<file path="config.mk">
export PLATFORM = sky130hd
export DESIGN_NAME = rpc2_ctrl_reg_arbiter_flat
export DESIGN_NICKNAME = d
export VERILOG_FILES = /design/src/rtl/rpc2_ctrl_reg_arbiter_if.sv /design/src/rtl/rpc2_ctrl_reg_arbiter.sv /design/src/flat_wrapper.sv
export SDC_FILE = /design/constraint.sdc
export NUM_CORES = 1
export LEC_CHECK = 0
export ABC_AREA = 1
export BUFFER_PORTS_ARGS = -buffer_cell sky130_fd_sc_hd__buf_2
export CAP_MARGIN = 20
export CORE_MARGIN = 10
export CORE_UTILIZATION = 48
export DETAILED_ROUTE_END_ITERATION = 16
export PLACE_DENSITY_LB_ADDON = 0.05
export REMOVE_ABC_BUFFERS = 1
export SLEW_MARGIN = 10
export SYNTH_ARGS = -nofsm -noshare
export SYNTH_HDL_FRONTEND = slang
export SYNTH_SLANG_ARGS = --single-unit
export TNS_END_PERCENT = 100
</file>
<file path="constraint.sdc">
create_clock -name clk -period 1.9 [get_ports clk]
set_input_delay 0.38 -clock clk [delete_from_list [all_inputs] [get_ports clk]]
set_output_delay 0.38 -clock clk [all_outputs]
set_load 0.005 [all_outputs]
</file>
<file path="src/rtl/rpc2_ctrl_reg_arbiter_if.sv">
// Register-port command bus between the AXI AR/AW channels,
// the arbiter and the register-access logic.
interface rpc2_ctrl_reg_arbiter_if;
    logic        ar_valid;
    logic [31:0] ar_addr;
    logic [7:0]  ar_len;
    logic [1:0]  ar_size;
    logic [1:0]  ar_burst;
    logic        ar_ready;

    logic        aw_valid;
    logic [31:0] aw_addr;
    logic [7:0]  aw_len;
    logic [1:0]  aw_size;
    logic [1:0]  aw_burst;
    logic        aw_ready;

    logic        axi2ip_valid;
    logic        axi2ip_rw_n;
    logic [31:0] axi2ip_address;
    logic [7:0]  axi2ip_len;
    logic [1:0]  axi2ip_size;
    logic [1:0]  axi2ip_burst;

    logic        ip_ready;
    logic        ip_data_valid;
    logic        ip_data_last;
    logic        axi2ip_data_ready;
    logic        ip_wr_done;

    modport slave (
        input  ar_valid, ar_addr, ar_len, ar_size, ar_burst,
        output ar_ready,
        input  aw_valid, aw_addr, aw_len, aw_size, aw_burst,
        output aw_ready,
        output axi2ip_valid, axi2ip_rw_n, axi2ip_address,
        output axi2ip_len, axi2ip_size, axi2ip_burst,
        input  ip_ready, ip_data_valid, ip_data_last,
        input  axi2ip_data_ready, ip_wr_done
    );

    modport master (
        output ar_valid, ar_addr, ar_len, ar_size, ar_burst,
        input  ar_ready,
        output aw_valid, aw_addr, aw_len, aw_size, aw_burst,
        input  aw_ready,
        input  axi2ip_valid, axi2ip_rw_n, axi2ip_address,
        input  axi2ip_len, axi2ip_size, axi2ip_burst,
        output ip_ready, ip_data_valid, ip_data_last,
        output axi2ip_data_ready, ip_wr_done
    );
endinterface

</file>
<file path="src/rtl/rpc2_ctrl_reg_arbiter.sv">
// Round-robin AR/AW arbiter for the register slave port.
// Owns one transaction at a time and flags stuck transactions.
module rpc2_ctrl_reg_arbiter #(
    parameter logic        WR_FIRST   = 1'b0,
    parameter logic [15:0] WDOG_LIMIT = 16'd1024
) (
    input  logic clk,
    input  logic reset_n,
    rpc2_ctrl_reg_arbiter_if.slave bus,
    output logic arb_busy,
    output logic timeout_err
);

    typedef enum logic [1:0] {
        IDLE    = 2'd0,
        CMD     = 2'd1,
        RD_BUSY = 2'd2,
        WR_BUSY = 2'd3
    } state_t;

    state_t      state;
    logic        last_wr;
    logic [15:0] wdog_cnt;
    logic        grant_rd;
    logic        grant_wr;
    logic        rd_last;

    assign rd_last = bus.ip_data_valid & bus.ip_data_last
                   & bus.axi2ip_data_ready;

    // Grant only while idle; a tie goes to the side not served last.
    always_comb begin
        grant_rd = 1'b0;
        grant_wr = 1'b0;
        if (state == IDLE) begin
            unique case (1'b1)
                (bus.ar_valid && bus.aw_valid): begin
                    grant_rd = last_wr;
                    grant_wr = ~last_wr;
                end
                (bus.ar_valid && !bus.aw_valid): grant_rd = 1'b1;
                (!bus.ar_valid && bus.aw_valid): grant_wr = 1'b1;
                default: ;
            endcase
        end
    end

    // Readies are held low while reset is applied.
    assign bus.ar_ready = reset_n & grant_rd;
    assign bus.aw_ready = reset_n & grant_wr;
    assign arb_busy     = (state != IDLE);

    // Command capture and ownership state machine.
    always_ff @(posedge clk or negedge reset_n) begin
        if (!reset_n) begin
            state              <= IDLE;
            last_wr            <= ~WR_FIRST;
            bus.axi2ip_valid   <= 1'b0;
            bus.axi2ip_rw_n    <= 1'b0;
            bus.axi2ip_address <= 32'd0;
            bus.axi2ip_len     <= 8'd0;
            bus.axi2ip_size    <= 2'd0;
            bus.axi2ip_burst   <= 2'd0;
        end else begin
            unique case (state)
                IDLE: begin
                    bus.axi2ip_valid <= 1'b0;
                    if (grant_rd) begin
                        bus.axi2ip_address <= bus.ar_addr;
                        bus.axi2ip_len     <= bus.ar_len;
                        bus.axi2ip_size    <= bus.ar_size;
                        bus.axi2ip_burst   <= bus.ar_burst;
                    end else begin
                        bus.axi2ip_address <= bus.aw_addr;
                        bus.axi2ip_len     <= bus.aw_len;
                        bus.axi2ip_size    <= bus.aw_size;
                        bus.axi2ip_burst   <= bus.aw_burst;
                    end
                    if (grant_rd || grant_wr) begin
                        bus.axi2ip_valid <= 1'b1;
                        bus.axi2ip_rw_n  <= grant_rd;
                        last_wr          <= grant_wr;
                        state            <= CMD;
                    end else begin
                        bus.axi2ip_address <= bus.axi2ip_address;
                        bus.axi2ip_len     <= bus.axi2ip_len;
                        bus.axi2ip_size    <= bus.axi2ip_size;
                        bus.axi2ip_burst   <= bus.axi2ip_burst;
                    end
                end
                CMD: begin
                    if (bus.ip_ready) begin
                        bus.axi2ip_valid <= 1'b0;
                        state <= bus.axi2ip_rw_n ? RD_BUSY : WR_BUSY;
                    end
                end
                RD_BUSY: begin
                    if (rd_last) begin
                        state <= IDLE;
                    end
                end
                WR_BUSY: begin
                    if (bus.ip_wr_done) begin
                        state <= IDLE;
                    end
                end
                default: begin
                    bus.axi2ip_valid <= 1'b0;
                    state            <= IDLE;
                end
            endcase
        end
    end

    // Busy-time counter with a sticky timeout flag; never touches the FSM.
    always_ff @(posedge clk or negedge reset_n) begin
        if (!reset_n) begin
            wdog_cnt    <= 16'd0;
            timeout_err <= 1'b0;
        end else begin
            if (state == IDLE) begin
                wdog_cnt <= 16'd0;
            end else if (wdog_cnt != 16'hFFFF) begin
                wdog_cnt <= wdog_cnt + 16'd1;
            end
            if (WDOG_LIMIT != 16'd0 && wdog_cnt == WDOG_LIMIT) begin
                timeout_err <= 1'b1;
            end
        end
    end

    a_ready_excl: assert property (
        @(posedge clk) disable iff (!reset_n)
        !(bus.ar_ready && bus.aw_ready)
    );

    a_cmd_hold: assert property (
        @(posedge clk) disable iff (!reset_n)
        (bus.axi2ip_valid && !bus.ip_ready) |=>
        (bus.axi2ip_valid && $stable(bus.axi2ip_address))
    );

endmodule

</file>
<file path="src/flat_wrapper.sv">
// flat-port wrapper written by rule: the top's interface ports become plain ports
module rpc2_ctrl_reg_arbiter_flat 
#(
    parameter logic        WR_FIRST   = 1'b0,
    parameter logic [15:0] WDOG_LIMIT = 16'd1024
)
  (clk, reset_n, arb_busy, timeout_err, bus_ar_valid, bus_ar_addr, bus_ar_len, bus_ar_size, bus_ar_burst, bus_ar_ready, bus_aw_valid, bus_aw_addr, bus_aw_len, bus_aw_size, bus_aw_burst, bus_aw_ready, bus_axi2ip_valid, bus_axi2ip_rw_n, bus_axi2ip_address, bus_axi2ip_len, bus_axi2ip_size, bus_axi2ip_burst, bus_ip_ready, bus_ip_data_valid, bus_ip_data_last, bus_axi2ip_data_ready, bus_ip_wr_done);
  rpc2_ctrl_reg_arbiter_if bus_i ();
  input  logic clk;
  input  logic reset_n;
  output logic arb_busy;
  output logic timeout_err;
  input wire logic [$bits(bus_i.ar_valid)-1:0] bus_ar_valid;
  input wire logic [$bits(bus_i.ar_addr)-1:0] bus_ar_addr;
  input wire logic [$bits(bus_i.ar_len)-1:0] bus_ar_len;
  input wire logic [$bits(bus_i.ar_size)-1:0] bus_ar_size;
  input wire logic [$bits(bus_i.ar_burst)-1:0] bus_ar_burst;
  output wire logic [$bits(bus_i.ar_ready)-1:0] bus_ar_ready;
  input wire logic [$bits(bus_i.aw_valid)-1:0] bus_aw_valid;
  input wire logic [$bits(bus_i.aw_addr)-1:0] bus_aw_addr;
  input wire logic [$bits(bus_i.aw_len)-1:0] bus_aw_len;
  input wire logic [$bits(bus_i.aw_size)-1:0] bus_aw_size;
  input wire logic [$bits(bus_i.aw_burst)-1:0] bus_aw_burst;
  output wire logic [$bits(bus_i.aw_ready)-1:0] bus_aw_ready;
  output wire logic [$bits(bus_i.axi2ip_valid)-1:0] bus_axi2ip_valid;
  output wire logic [$bits(bus_i.axi2ip_rw_n)-1:0] bus_axi2ip_rw_n;
  output wire logic [$bits(bus_i.axi2ip_address)-1:0] bus_axi2ip_address;
  output wire logic [$bits(bus_i.axi2ip_len)-1:0] bus_axi2ip_len;
  output wire logic [$bits(bus_i.axi2ip_size)-1:0] bus_axi2ip_size;
  output wire logic [$bits(bus_i.axi2ip_burst)-1:0] bus_axi2ip_burst;
  input wire logic [$bits(bus_i.ip_ready)-1:0] bus_ip_ready;
  input wire logic [$bits(bus_i.ip_data_valid)-1:0] bus_ip_data_valid;
  input wire logic [$bits(bus_i.ip_data_last)-1:0] bus_ip_data_last;
  input wire logic [$bits(bus_i.axi2ip_data_ready)-1:0] bus_axi2ip_data_ready;
  input wire logic [$bits(bus_i.ip_wr_done)-1:0] bus_ip_wr_done;
  assign bus_i.ar_valid = bus_ar_valid;
  assign bus_i.ar_addr = bus_ar_addr;
  assign bus_i.ar_len = bus_ar_len;
  assign bus_i.ar_size = bus_ar_size;
  assign bus_i.ar_burst = bus_ar_burst;
  assign bus_ar_ready = bus_i.ar_ready;
  assign bus_i.aw_valid = bus_aw_valid;
  assign bus_i.aw_addr = bus_aw_addr;
  assign bus_i.aw_len = bus_aw_len;
  assign bus_i.aw_size = bus_aw_size;
  assign bus_i.aw_burst = bus_aw_burst;
  assign bus_aw_ready = bus_i.aw_ready;
  assign bus_axi2ip_valid = bus_i.axi2ip_valid;
  assign bus_axi2ip_rw_n = bus_i.axi2ip_rw_n;
  assign bus_axi2ip_address = bus_i.axi2ip_address;
  assign bus_axi2ip_len = bus_i.axi2ip_len;
  assign bus_axi2ip_size = bus_i.axi2ip_size;
  assign bus_axi2ip_burst = bus_i.axi2ip_burst;
  assign bus_i.ip_ready = bus_ip_ready;
  assign bus_i.ip_data_valid = bus_ip_data_valid;
  assign bus_i.ip_data_last = bus_ip_data_last;
  assign bus_i.axi2ip_data_ready = bus_axi2ip_data_ready;
  assign bus_i.ip_wr_done = bus_ip_wr_done;
  rpc2_ctrl_reg_arbiter #(.WR_FIRST(WR_FIRST), .WDOG_LIMIT(WDOG_LIMIT)) u_core (.clk(clk), .reset_n(reset_n), .bus(bus_i), .arb_busy(arb_busy), .timeout_err(timeout_err));
endmodule
</file>
==> results by group, run 1 <==
Status
  • Status: complete, no violations

Setup path
  • Arr. time, crit path: 1.39 ns
  • Worst setup SP type: flip-flop
  • Worst-path fanout max: 5
  • FF-to-FF Start: u_core.wdog_cnt[1]
  • Worst r2r dst: u_core.wdog_cnt[10]
  • Reg2Reg Setup Slack: 0.29 ns
  • Crit. End Element: output port
  • CP max-delay cell: dfrtp_1
  • CP Data Required Time: 1.52 ns
  • Slowest stage delay, CP: 0.45 ns
  • Crit path cell chain: nor2_4, nand3_2, nor2_2, buf_2
  • Reg2Reg Depth: 7
  • Critical path class: flip-flop to output port

Synth
  • Synthesis Warnings: 0
  • Top cells by area, synth: dfrtp_1 (47%), nand2_1 (16%), o21ai_1 (8.6%)
  • Adder-Cell Fraction of Synth Area: 0.7156%
  • Mean Syn Cell Area: 7.409 um2
  • Multiplexer area fraction after synthesis: 0%
  • XOR/XNOR share of the synthesized area: 0%
  • Compound-Gate Fraction of Synth Area: 14.45%
  • Top post-synthesis cells by count: nand2_1 (150), inv_1 (68), dfrtp_1 (65)
  • Synth Instances: 472
  • Count leader, synth: nand2_1
  • Top cell type's share of synthesized area: 46.51%
  • Synth cell types: 29
  • Synth Cell Area: 3497 um2
  • Ys flop type: dfrtp_1
  • Simple-Gate Fraction of Synth Area: 25.76%
  • Yosys reg bits: 66
  • EDFF count, synth: 0
  • Synth area leader: dfrtp_1
  • Largest family of logic cells by synthesized area: simple AND/OR/NAND/NOR gates
  • Async set-reset flop share out of synthesis: 100.0%
  • Sequential area share after synthesis: 47.26%

GRT
  • Initial antenna violation count: 1
  • Wire length of the first global-routing pass: 15880 um
  • GRT Overall Usage: 17.17%
  • Grt total ovfl: 0
  • Pin count of the biggest net entering global routing: 69
  • Number of global-route vias before repair: 3381

Clock tree
  • CTS buffer count: 9
  • Root Driver: clkbuf_8
  • Total setup buffers inserted after CTS: 0
  • CTS tree: yes
  • CTS-repair resized insts: 0
  • Max Root-Sink Buffers: 2
  • H-tree depth: 3
  • Worst-skew pair later-pin latency: 0.33 ns
  • Hold_buf cts: 0
  • Reg clk slew, reported paths: 0.07 ns
  • Clk sinks: 66

Timing
  • Setup TNS: 0 ns
  • Final Cycle Share: 93.02%
  • RSZ-0062 raised after global routing: false
  • Slew of the pin with the lowest slew margin: 0.8194 ns
  • Final Max Tran Viols: 0
  • Worst rel slew slack: 45.37%
  • F_max: 565.8 MHz
  • Worst Skew: 0.008034 ns
  • Fin. Hold Viols: 0
  • Count of final setup violators: 0
  • Crit path time final: 1.767 ns
  • Fin worst setup slack: 0.1326 ns

Drt
  • DRT iter0 DRCs: 153
  • Drc violations: 0
  • Final ANT Viol Nets: 0
  • Routed vias/inst: 4.737
  • Aggregate routed wire length: 9658 um
  • Vias: 3401
  • Avg WL per Cell: 13.45 um
  • First drt pass iteration count: 6

Min path
  • Hold Startpoint: bus_ar_addr[20]
  • WHS Path Cells: 3
  • WHS Endpoint: u_core.bus.axi2ip_address[20]
  • Hold Crit Class: input pin to flip-flop

Flow run
  • Max-cap violations: 0

Cells and area
  • Inserted Diodes: 0
  • Fraction of layout cells with a size suffix above 1: 28.76%
  • Area Growth Syn to Fin: 26.91%
  • Post-layout net count: 713

Placed design
  • Gpl congestion: 0.8625
  • PortBufs: 146
  • Worst slack, placed: 0.2890 ns
  • HPWL Detailed: 7404 um

Floorplan
  • Die height: 105.4 um
  • # IOs: 147
  • Core Footprint: 7176 um2
  • Die width: 105.4 um
  • Initial cell density of the core: 48.74%
  • FP Rows: 31
  • Die Area: 11100 um2

Pwr
  • Pleak: 0.002584 uW
  • Maximum VDD drop: 0.5518 mV
  • Power consumption: 5902 uW
  • PD cells: 1330 nW/um2
-- kinds of logic (layout without fill, tap and decap cells) --
family / Yosys count / in the layout
buffers and inverters: 91 / 238
AO/OA/AOI/OAI: 100 / 100
adder cells (fa/ha/maj): 2 / 2
AND/OR/NAND/NOR: 213 / 213
flip-flops: 66 / 66
-- sequential cells by signal, indices dropped and copies added (netlist names) --
register,count
u_core.wdog_cnt,16
u_core.timeout_err,1
u_core.bus.axi2ip_valid,1
u_core.bus.axi2ip_size,2
u_core.bus.axi2ip_address,32
u_core.bus.axi2ip_len,8
u_core.bus.axi2ip_burst,2
u_core.bus.axi2ip_rw_n,1
u_core.state,2
u_core.last_wr,1
-- cell usage in the layout (no fill, tap or decap), types with 2 or more instances in the layout --
cell	n
ha_1	2
inv_1	68
nor2_2	2
nand3_1	29
nor2_1	19
buf_4	5
dfrtp_1	65
nand2_1	150
nor4_1	2
clkinv_2	2
o21ai_1	60
buf_2	146
clkinvlp_4	2
clkbuf_8	12
o21ai_0	37
nand4_1	4
-- worst max-delay path by stage --
| stage | to | depth (start not counted) | start | slack (ns) |
|---|---|---|---|---|
| after detailed placement | u_core.bus.axi2ip_len[2] | 7 | bus_aw_valid | 0.29 |
| after floorplan | u_core.bus.axi2ip_address[0] | 6 | u_core.state[1] | 0.14 |
| after global routing | bus_aw_ready | 4 | u_core.state[1] | 0.03 |
| final | bus_aw_ready | 4 | u_core.state[1] | 0.13 |
| after CTS | bus_aw_ready | 4 | u_core.state[1] | 0.04 |
| after global placement | u_core.bus.axi2ip_size[0] | 7 | bus_aw_valid | 0.34 |
-- routing by layer --
layer	vias up	GRT usage, %	part of all wire, %
met5	-	0	0.072
met4	2	6.078	1.4
met3	14	5.786	7.8
met2	114	28.44	49
met1	1498	20.31	42
li1	1773	-	-
-- stage by stage --
stage	cell area [um2]	hold WS, ns	util (%)	instances
CTS	4436	0.2438	61.81	718
detailed placement	4245	0.4519	59.16	702
global placement	4245	0.4466	59.16	702
floorplan	3353	0.08441	-	452
finish	4438	0.2572	61.85	718
global route	4438	0.2452	61.85	718
-- report_power, final --
group	total [uW]	internal (uW)	switching, uW
Clock	1090	576	519
Sequential	2350	2010	345
Combinational	2460	1000	1460
Total	5900	3580	2320
-- layout make-up --
| cell class | count | area [um2] |
|---|---|---|
| flip-flops and latches | 66 | 1653 |
| fillers | 677 | 2738 |
| inverters | 71 | 269.0 |
| repair buffers | 151 | 768.2 |
| clock buffers | 12 | 165.2 |
| well taps | 99 | 123.9 |
| clock inverters | 4 | 25.02 |
| multi-input cells | 315 | 1434 |
-- critical path, delay by kind of cell, from the launching register on --
family	cells	cell delay [ns]
simple gates	3	0.48
flops	1	0.45
buf+inv	1	0.13
(Power assumes the default switching activity.)
==> run 2: changes to the inputs <==
RECOVER_POWER = 50   (was not set)
==> results by group, run 2 (same netlist as run 1, synthesis figures left out) <==
Timing
  • Worst rel slew slack: -7.155%
  • Final Max Tran Viols: 67
  • Fin. Hold Viols: 0
  • Worst Skew: 0.007923 ns
  • Crit path time final: 1.770 ns
  • Setup TNS: 0 ns
  • RSZ-0062 raised after global routing: false
  • Count of final setup violators: 0
  • Final Cycle Share: 93.18%
  • F_max: 564.8 MHz
  • Fin Hold WS: 0.2579 ns
  • Slew of the pin with the lowest slew margin: 1.607 ns

Clock tree
  • Worst-skew pair later-pin latency: 0.33 ns
  • CTS buffer count: 9
  • Max Root-Sink Buffers: 2
  • Root Driver: clkbuf_8
  • Hold_buf cts: 0
  • H-tree depth: 3
  • CTS tree: yes
  • Reg clk slew, reported paths: 0.07 ns
  • Clk sinks: 66

Pwr
  • Clk network pwr share: 18.7%
  • Power Internal: 3537 uW
  • Power consumption: 5862 uW
  • Maximum VDD drop: 0.5452 mV
  • Combinational power share: 41.1%
  • Switching share of power: 39.66%
  • Pleak: 0.002533 uW
  • Net switching power: 2325 uW
  • Sequential share of power: 40.1%
  • PD cells: 1328 nW/um2

Drt
  • Aggregate routed wire length: 9582 um
  • Avg WL per Cell: 13.35 um
  • Drc violations: 0
  • Final ANT Viol Nets: 0
  • First drt pass iteration count: 5
  • DRT iter0 DRCs: 149
  • Routed vias/inst: 4.733
  • Vias: 3398

Floorplan
  • # IOs: 147
  • Die Area: 11100 um2
  • Core Footprint: 7176 um2
  • Die height: 105.4 um
  • FP Rows: 31
  • Die width: 105.4 um
  • Initial cell density of the core: 48.74%

Cells and area
  • Max reg flops: 32
  • Most flops, register: u_core.bus.axi2ip_address
  • Area Growth Syn to Fin: 26.23%
  • Inserted Diodes: 0
  • Largest registers: u_core.bus.axi2ip_address (32), u_core.wdog_cnt (16), u_core.bus.axi2ip_len (8)
  • Post-layout net count: 713
  • Commonest non-fill, non-tap cell in the layout: nand2_1
  • Fraction of layout cells with a size suffix above 1: 26.01%
  • Commonest cells after routing, fill and taps aside: nand2_1 (150), buf_2 (129), inv_1 (68)

Setup path
  • Reg2Reg Setup Slack: 0.29 ns
  • Worst r2r dst: u_core.wdog_cnt[10]
  • Reg2Reg Depth: 7
  • Arr. time, crit path: 1.39 ns
  • CP Data Required Time: 1.52 ns
  • Critical path class: flip-flop to output port
  • FF-to-FF Start: u_core.wdog_cnt[1]
  • Worst-path fanout max: 5
  • Worst setup SP type: flip-flop
  • Crit. End Element: output port

GRT
  • Grt total ovfl: 0
  • Number of global-route vias before repair: 3381
  • Pin count of the biggest net entering global routing: 69
  • GRT Overall Usage: 17.17%
  • Initial antenna violation count: 1
  • Wire length of the first global-routing pass: 15880 um

Min path
  • Hold Crit Class: input pin to flip-flop
  • WHS Path Cells: 3
  • WHS Endpoint: u_core.bus.axi2ip_address[20]
  • Hold Startpoint: bus_ar_addr[20]

Status
  • Status: complete, but fails checks
  • Violated checks: max-capacitance violations, max-slew violations

Placed design
  • HPWL Detailed: 7404 um
  • PortBufs: 146
  • Gpl congestion: 0.8625

Flow run
  • Max-cap violations: 1
==> run 2: cell types whose count changed in the layout (fill, tap and decap cells not counted) <==
cell      before  now
clkbuf_2       0    1
clkbuf_1       0   17
buf_4          5    4
buf_2        146  129
==> run 2: layout make-up <==
class | instances | area, um2
fill | 680 | 2761
sequential | 66 | 1653
multi-input combinational | 315 | 1434
timing repair buffer | 151 | 744.5
inverter | 71 | 269.0
clock buffer | 12 | 165.2
tap | 99 | 123.9
clock inverter | 4 | 25.02
==> run 2: worst max path at each step <==
stage	startpoint	to	slack, ns	cells past startpoint
after floorplan	u_core.state[1]	u_core.bus.axi2ip_address[0]	0.14	6
after global placement	bus_aw_valid	u_core.bus.axi2ip_size[0]	0.34	7
after detailed placement	bus_aw_valid	u_core.bus.axi2ip_len[2]	0.29	7
after CTS	u_core.state[1]	bus_aw_ready	0.04	4
after global routing	reset_n	u_core.bus.axi2ip_address[19]	0.02	2
final	u_core.state[1]	bus_aw_ready	0.13	4
==> run 2: critical path, stage by stage (launching register included) <==
cell and delay (ns):
dfrtp_1 0.45, nor2_4 0.19, nand3_2 0.16, nor2_2 0.13
buf_2 0.13
==> run 2: per-stage QoR <==
stage | area, um2 | instances | setup WS [ns] | util, %
floorplan | 3353 | 452 | 0.1387 | -
global placement | 4245 | 702 | 0.3385 | 59.16
detailed placement | 4245 | 702 | 0.2890 | 59.16
CTS | 4436 | 718 | 0.03655 | 61.81
global route | 4414 | 718 | 0.02293 | 61.52
finish | 4414 | 718 | 0.1295 | 61.52
==> run 2: layer usage <==
layer  routed length (um)  up-vias  track usage, %
met1                 3961     1507           20.31
met4                  138        2           6.078
met3                  712       15           5.786
li1                     -     1771               -
met5                    7        -               0
met2                 4763      103           28.44
==> run 2: power by group through the flow <==
stage          logic [uW]  registers, uW  clock network, uW
2_1_floorplan        1350           2390                  0
4_1_cts              2530           2350               1120
3_5_place_dp         2540           2350                  0
5_1_grt              2790           2440               1200
6_report             2410           2350               1100
3_3_place_gp         2460           2360                  0
==> run 2: timing repair <==
item                       4_1_cts  5_1_grt
buffers inserted                 0        0
gates resized for setup          0        1
setup endpoints to repair        0        1
hold endpoints to repair         0        0
